$ cat src/rtl/card_sprite_renderer_if.sv
// Raster-in / pixel-out / card-RAM bus of the card sprite renderer.
// The renderer takes the slave side; the raster source, RAM and pixel sink take the master side.
interface card_sprite_renderer_if;
    logic       pix_valid;
    logic [8:0] hcount;
    logic [8:0] vcount;
    logic [2:0] bg_color;
    logic       frame_start;
    logic [7:0] pos_x;
    logic [7:0] pos_y;
    logic       card_en_in;
    logic       pos_load;
    logic       pos_pending;
    logic [8:0] rAddr;
    logic [2:0] rdData;
    logic       pix_out_valid;
    logic [2:0] pix_color;
    logic       pix_hit;

    modport slave (
        input  pix_valid, hcount, vcount, bg_color, frame_start,
               pos_x, pos_y, card_en_in, pos_load, rdData,
        output pos_pending, rAddr, pix_out_valid, pix_color, pix_hit
    );

    modport master (
        output pix_valid, hcount, vcount, bg_color, frame_start,
               pos_x, pos_y, card_en_in, pos_load, rdData,
        input  pos_pending, rAddr, pix_out_valid, pix_color, pix_hit
    );
endinterface

$ cat src/rtl/card_sprite_renderer.sv
// Overlays a CARD_W x CARD_H sprite from a 1-cycle-latency card RAM onto the raster stream.
// Card position/enable are double-buffered and only switch over at frame start.
module card_sprite_renderer #(
    parameter int         CARD_W      = 16,
    parameter int         CARD_H      = 32,
    parameter logic [2:0] TRANSPARENT = 3'b000
) (
    input  logic                   clock,
    input  logic                   reset,
    card_sprite_renderer_if.slave  bus
);
    localparam logic [9:0] CARD_W_U = 10'(CARD_W);
    localparam logic [9:0] CARD_H_U = 10'(CARD_H);

    logic [7:0] pend_x, pend_y, act_x, act_y;
    logic       pend_en, act_en, pending;

    // Stage 0 geometry: zero-extended operands into a 10-bit signed difference, so a
    // pixel left of / above the card goes negative instead of wrapping into the box.
    logic signed [9:0] dx, dy;
    logic [9:0]        addr_full;
    logic              in_box;

    assign dx = signed'({1'b0, bus.hcount}) - signed'({2'b00, act_x});
    assign dy = signed'({1'b0, bus.vcount}) - signed'({2'b00, act_y});

    assign in_box = bus.pix_valid & act_en
                  & ~dx[9] & (unsigned'(dx) < CARD_W_U)
                  & ~dy[9] & (unsigned'(dy) < CARD_H_U);

    assign addr_full = unsigned'(dy) * CARD_W_U + unsigned'(dx);

    logic       v1, box1, v2, box2, hit_next;
    logic [2:0] bg1, bg2;

    assign hit_next = v2 & box2 & (bus.rdData != TRANSPARENT);

    // NOTE: every register here is assigned with <= so all stages read the values from
    // before the edge; blocking assignments would collapse the pipeline stages.
    always_ff @(posedge clock or posedge reset) begin
        if (reset) begin
            pend_x  <= '0;
            pend_y  <= '0;
            pend_en <= 1'b0;
            pending <= 1'b0;
            act_x   <= '0;
            act_y   <= '0;
            act_en  <= 1'b0;
        end else if (bus.frame_start && bus.pos_load) begin
            act_x   <= bus.pos_x;
            act_y   <= bus.pos_y;
            act_en  <= bus.card_en_in;
            pending <= 1'b0;
        end else if (bus.frame_start) begin
            if (pending) begin
                act_x  <= pend_x;
                act_y  <= pend_y;
                act_en <= pend_en;
            end
            pending <= 1'b0;
        end else if (bus.pos_load) begin
            pend_x  <= bus.pos_x;
            pend_y  <= bus.pos_y;
            pend_en <= bus.card_en_in;
            pending <= 1'b1;
        end
    end

    // NOTE: the valid bits are reset so a mid-frame reset flushes the pipe; the data
    // registers are reset too so outputs read 0 while reset is held.
    always_ff @(posedge clock or posedge reset) begin
        if (reset) begin
            bus.rAddr         <= '0;
            v1                <= 1'b0;
            box1              <= 1'b0;
            bg1               <= '0;
            v2                <= 1'b0;
            box2              <= 1'b0;
            bg2               <= '0;
            bus.pix_out_valid <= 1'b0;
            bus.pix_hit       <= 1'b0;
            bus.pix_color     <= '0;
        end else begin
            if (in_box) bus.rAddr <= addr_full[8:0];
            v1                <= bus.pix_valid;
            box1              <= in_box;
            bg1               <= bus.bg_color;
            v2                <= v1;
            box2              <= box1;
            bg2               <= bg1;
            bus.pix_out_valid <= v2;
            bus.pix_hit       <= hit_next;
            bus.pix_color     <= hit_next ? bus.rdData : (v2 ? bg2 : 3'b000);
        end
    end

    assign bus.pos_pending = pending;
endmodule

$ cat src/flat_wrapper.sv
// flat-port wrapper written by rule: the top's interface ports become plain ports
module card_sprite_renderer_flat 
#(
    parameter int         CARD_W      = 16,
    parameter int         CARD_H      = 32,
    parameter logic [2:0] TRANSPARENT = 3'b000
)
  (clock, reset, bus_pix_valid, bus_hcount, bus_vcount, bus_bg_color, bus_frame_start, bus_pos_x, bus_pos_y, bus_card_en_in, bus_pos_load, bus_rdData, bus_pos_pending, bus_rAddr, bus_pix_out_valid, bus_pix_color, bus_pix_hit);
  card_sprite_renderer_if bus_i ();
  input  logic clock;
  input  logic reset;
  input wire logic [$bits(bus_i.pix_valid)-1:0] bus_pix_valid;
  input wire logic [$bits(bus_i.hcount)-1:0] bus_hcount;
  input wire logic [$bits(bus_i.vcount)-1:0] bus_vcount;
  input wire logic [$bits(bus_i.bg_color)-1:0] bus_bg_color;
  input wire logic [$bits(bus_i.frame_start)-1:0] bus_frame_start;
  input wire logic [$bits(bus_i.pos_x)-1:0] bus_pos_x;
  input wire logic [$bits(bus_i.pos_y)-1:0] bus_pos_y;
  input wire logic [$bits(bus_i.card_en_in)-1:0] bus_card_en_in;
  input wire logic [$bits(bus_i.pos_load)-1:0] bus_pos_load;
  input wire logic [$bits(bus_i.rdData)-1:0] bus_rdData;
  output wire logic [$bits(bus_i.pos_pending)-1:0] bus_pos_pending;
  output wire logic [$bits(bus_i.rAddr)-1:0] bus_rAddr;
  output wire logic [$bits(bus_i.pix_out_valid)-1:0] bus_pix_out_valid;
  output wire logic [$bits(bus_i.pix_color)-1:0] bus_pix_color;
  output wire logic [$bits(bus_i.pix_hit)-1:0] bus_pix_hit;
  assign bus_i.pix_valid = bus_pix_valid;
  assign bus_i.hcount = bus_hcount;
  assign bus_i.vcount = bus_vcount;
  assign bus_i.bg_color = bus_bg_color;
  assign bus_i.frame_start = bus_frame_start;
  assign bus_i.pos_x = bus_pos_x;
  assign bus_i.pos_y = bus_pos_y;
  assign bus_i.card_en_in = bus_card_en_in;
  assign bus_i.pos_load = bus_pos_load;
  assign bus_i.rdData = bus_rdData;
  assign bus_pos_pending = bus_i.pos_pending;
  assign bus_rAddr = bus_i.rAddr;
  assign bus_pix_out_valid = bus_i.pix_out_valid;
  assign bus_pix_color = bus_i.pix_color;
  assign bus_pix_hit = bus_i.pix_hit;
  card_sprite_renderer #(.CARD_W(CARD_W), .CARD_H(CARD_H), .TRANSPARENT(TRANSPARENT)) u_core (.clock(clock), .reset(reset), .bus(bus_i));
endmodule
$ cat config.mk
export PLATFORM = sky130hd
export DESIGN_NAME = card_sprite_renderer_flat
export DESIGN_NICKNAME = d
export VERILOG_FILES = /design/src/rtl/card_sprite_renderer_if.sv /design/src/rtl/card_sprite_renderer.sv /design/src/flat_wrapper.sv
export SDC_FILE = /design/constraint.sdc
export NUM_CORES = 1
export LEC_CHECK = 0
export BUFFER_PORTS_ARGS = -buffer_cell sky130_fd_sc_hd__buf_2
export CORE_MARGIN = 1
export CORE_UTILIZATION = 50
export CTS_CLUSTER_SIZE = 20
export DETAILED_ROUTE_END_ITERATION = 8
export PLACE_DENSITY = 0.76
export SETUP_SLACK_MARGIN = 0.05
export SLEW_MARGIN = 20
export SYNTH_ARGS = -nofsm -noshare
export SYNTH_HDL_FRONTEND = slang
export SYNTH_SLANG_ARGS = --single-unit
$ cat constraint.sdc
create_clock -name clock -period 2.81 [get_ports clock]
set_clock_uncertainty 0.2 [all_clocks]
set_input_delay 0.4215 -clock clock [delete_from_list [all_inputs] [get_ports clock]]
set_output_delay 0.4215 -clock clock [all_outputs]
set_load 0.1 [all_outputs]
==> results.ini <==
[run_status]
status = finished with violations
violations = negative setup slack

[critical_path]
start_kind = flop
cp_data_required_time_ns = 2.83
critPathSlowestCell = dfrtp_1
path_cells = ha_2, inv_2, fa_2, a21oi_4, o221ai_2, buf_4, xor2_1, a311oi_2, buf_4, nand4_4, mux2_4
crit_fanout = 8
worstSetupEndpointType = flop
worstPathArrival_ns = 2.89
critical_path_class = reg2reg
path_common_cell = buf_4
critPathMaxStageDelay_ns = 0.39

[routing]
drc = 0
drtIter0Drc = 59
drtAntennaViolNets = 0
wl_per_cell_um = 13.9
wirelength_mm = 6.21
drt-pass1-iter-count = 4
vias_per_cell = 5.19
num_vias = 2314

[logic_synthesis]
syn_avg_cell_area_sq_um = 11.7
ys_ff_latch = 59
syn_inst = 267
synth_cell_types = 42
syn_nets = 335
syn-cell-area_sq_mm = 0.00313
yosysWarnings = 0
ys.flop_type = dfrtp_1
synthArstFlopShare_pct = 100
ys_seq_area_share_pct = 47.1
synth_edf_count = 0

[timing]
worst_pin_slew_ns = 0.670
drv_slew = 0
setup_violations = 9
slew_headroom_pct = 55.3
fin_hold_ws_ns = 0.0331
fmax_mhz = 348
fin_crit_sh_pct = 102
fin_crit_ns = 2.87
worst_slack_ns = -0.0646
hold_violations = 0
rsz0062_at_grt = yes

[placement]
port_buffers = 60
pre_cts_ws_ns = -0.235
globalplace.congestion = 0.813
dp_hpwl_mm = 4.63
place_inst = 418

[die]
core-area_sq_mm = 0.00599
design.die.area_sq_mm = 0.00658
top_level_ports = 61
die_h_um = 81.1
initial_core_util_pct = 52.3
fp-row-count = 28
die_x_um = 81.1

[cells_and_area]
mostFrequentLayoutCell = buf_2
layout-area-overhead-vs-synth_pct = 33.0
postLayoutCoreUtil_pct = 69.5
mostFrequentLayoutCells = buf_2, dfrtp_1, a22o_1
stdcell_count = 446
fin_nets = 434
diodes = 0
drive_gt1_share_pct = 44.5

[cts]
cts_max_level = 3
clkTransAtPathRegs_ns = 0.07
clock_sinks = 59
clk_latency_ns = 0.34
cts_buffer_depth = 2
root_buffer = clkbuf_8
cts_made_buffers = 9
tritoncts = done

[min_path]
worstHoldPathType = in2reg

[power]
powerDensity_mw_per_mm2 = 676
power.total_mw = 2.82
ir_drop_v = 0.000504
cellLeakagePower_nw = 2.02

[run]
drv_cap = 0

[global_route]
antenna_found_initial = 0
grt_max_degree = 26
grt_pass1_wl_mm = 10.5
overflow = 0
grt_pass1_vias = 2301
track_usage_pct = 21.6

[critical path: cells and delay by family, from the launching register on]
| family | cells | cell delay, ns |
|---|---|---|
| DFF | 1 | 0.39 |
| and+or+nand+nor | 1 | 0.19 |
| adders and majority gates | 2 | 0.57 |
| xor gates and xnor gates | 1 | 0.14 |
| AOI/OAI and AO/OA | 3 | 0.55 |
| muxes | 1 | 0.35 |
| buffers and inverters | 3 | 0.36 |
[synth_stat cells (3+ instances only)]
cell       n  area (sq um)
dfrtp_1   59          1480
a22o_1    34           298
inv_1     28           105
mux2_2    24           270
ha_1      19           238
xnor2_1    9          78.8
clkbuf_1   8          30.0
nor2_1     8          30.0
nand2_1    7          26.3
o21a_1     7          52.6
a21oi_1    6          30.0
o21ai_0    6          30.0
xor2_1     6          52.6
nor2b_1    5          31.3
a31o_2     3          26.3
fa_1       3          60.1
o31ai_1    3          22.5
[registers in the layout, summed over array words and instances, names as in the netlist, 3 cells and up]
register	flops
u_core.bus.pix_color	3
u_core.pend_x	8
u_core.bg1	3
u_core.act_y	8
u_core.pend_y	8
u_core.bus.rAddr	9
u_core.bg2	3
u_core.act_x	8
[logic make-up after synthesis]
family	after synthesis	share of synthesized area (%)
AOI/OAI and AO/OA	72	18.0
xor gates and xnor gates	15	4.20
adders and majority gates	22	9.51
buffers and inverters	37	4.43
DFF	59	47.1
muxes	26	9.27
and+or+nand+nor	36	7.43
[timing repair]
action,in CTS,in global routing
cloned,0,0
resized for setup,4,6
pin swaps,2,6
endpoints found under the setup margin,9,9
setup buffers,3,5
hold buffers,4,0
hold endpoints to repair,19,0
[stage by stage]
stage / setup TNS [ns] / cell area (sq um)
2_1_floorplan: -0.109 / 3250
3_3_place_gp: -1.49 / 3790
3_5_place_dp: -1.97 / 3790
4_1_cts: -0.311 / 4110
5_1_grt: -1.06 / 4170
6_report: -0.346 / 4170
[metal layers]
metal  part of all wire [%]  wire [um]  GRT usage, %
met1                     46       2850          26.4
met2                     47       2930          34.9
met3                    5.1        316          6.63
met4                    1.8        112          10.4
met5                      0          0             0
[path summary, 6_finish.rpt]
path                                 start             endpoint  slack [ns]  depth (start not counted)
max                        u_core.act_y[0]  u_core.bus.rAddr[2]       -0.06                         11
min                          bus_pix_valid            u_core.v1        0.03                          1
max reg2reg                u_core.act_y[0]  u_core.bus.rAddr[2]       -0.06                         11
min reg2reg                  u_core.bg1[2]        u_core.bg2[2]        0.15                          0
max in group asynchronous            reset      u_core.act_x[0]        1.32                          4
min in group asynchronous            reset      u_core.act_x[7]        0.42                          3
[report_power, final]
part           leakage [nW]  switching, mW  internal, mW
Combinational          1.20          0.492         0.498
Clock                 0.103          0.346         0.501
Sequential            0.724         0.0467         0.934
Total                  2.02          0.885          1.93
[area by class of cell]
class | count | area, sq um
fill | 432 | 1820
multi-input combinational | 171 | 1680
sequential | 59 | 1480
timing repair buffer | 97 | 592
clock buffer | 10 | 128
inverter | 28 | 113
tap | 75 | 93.8
clock inverter | 6 | 88.8
Power figures use the tool's default switching activity.
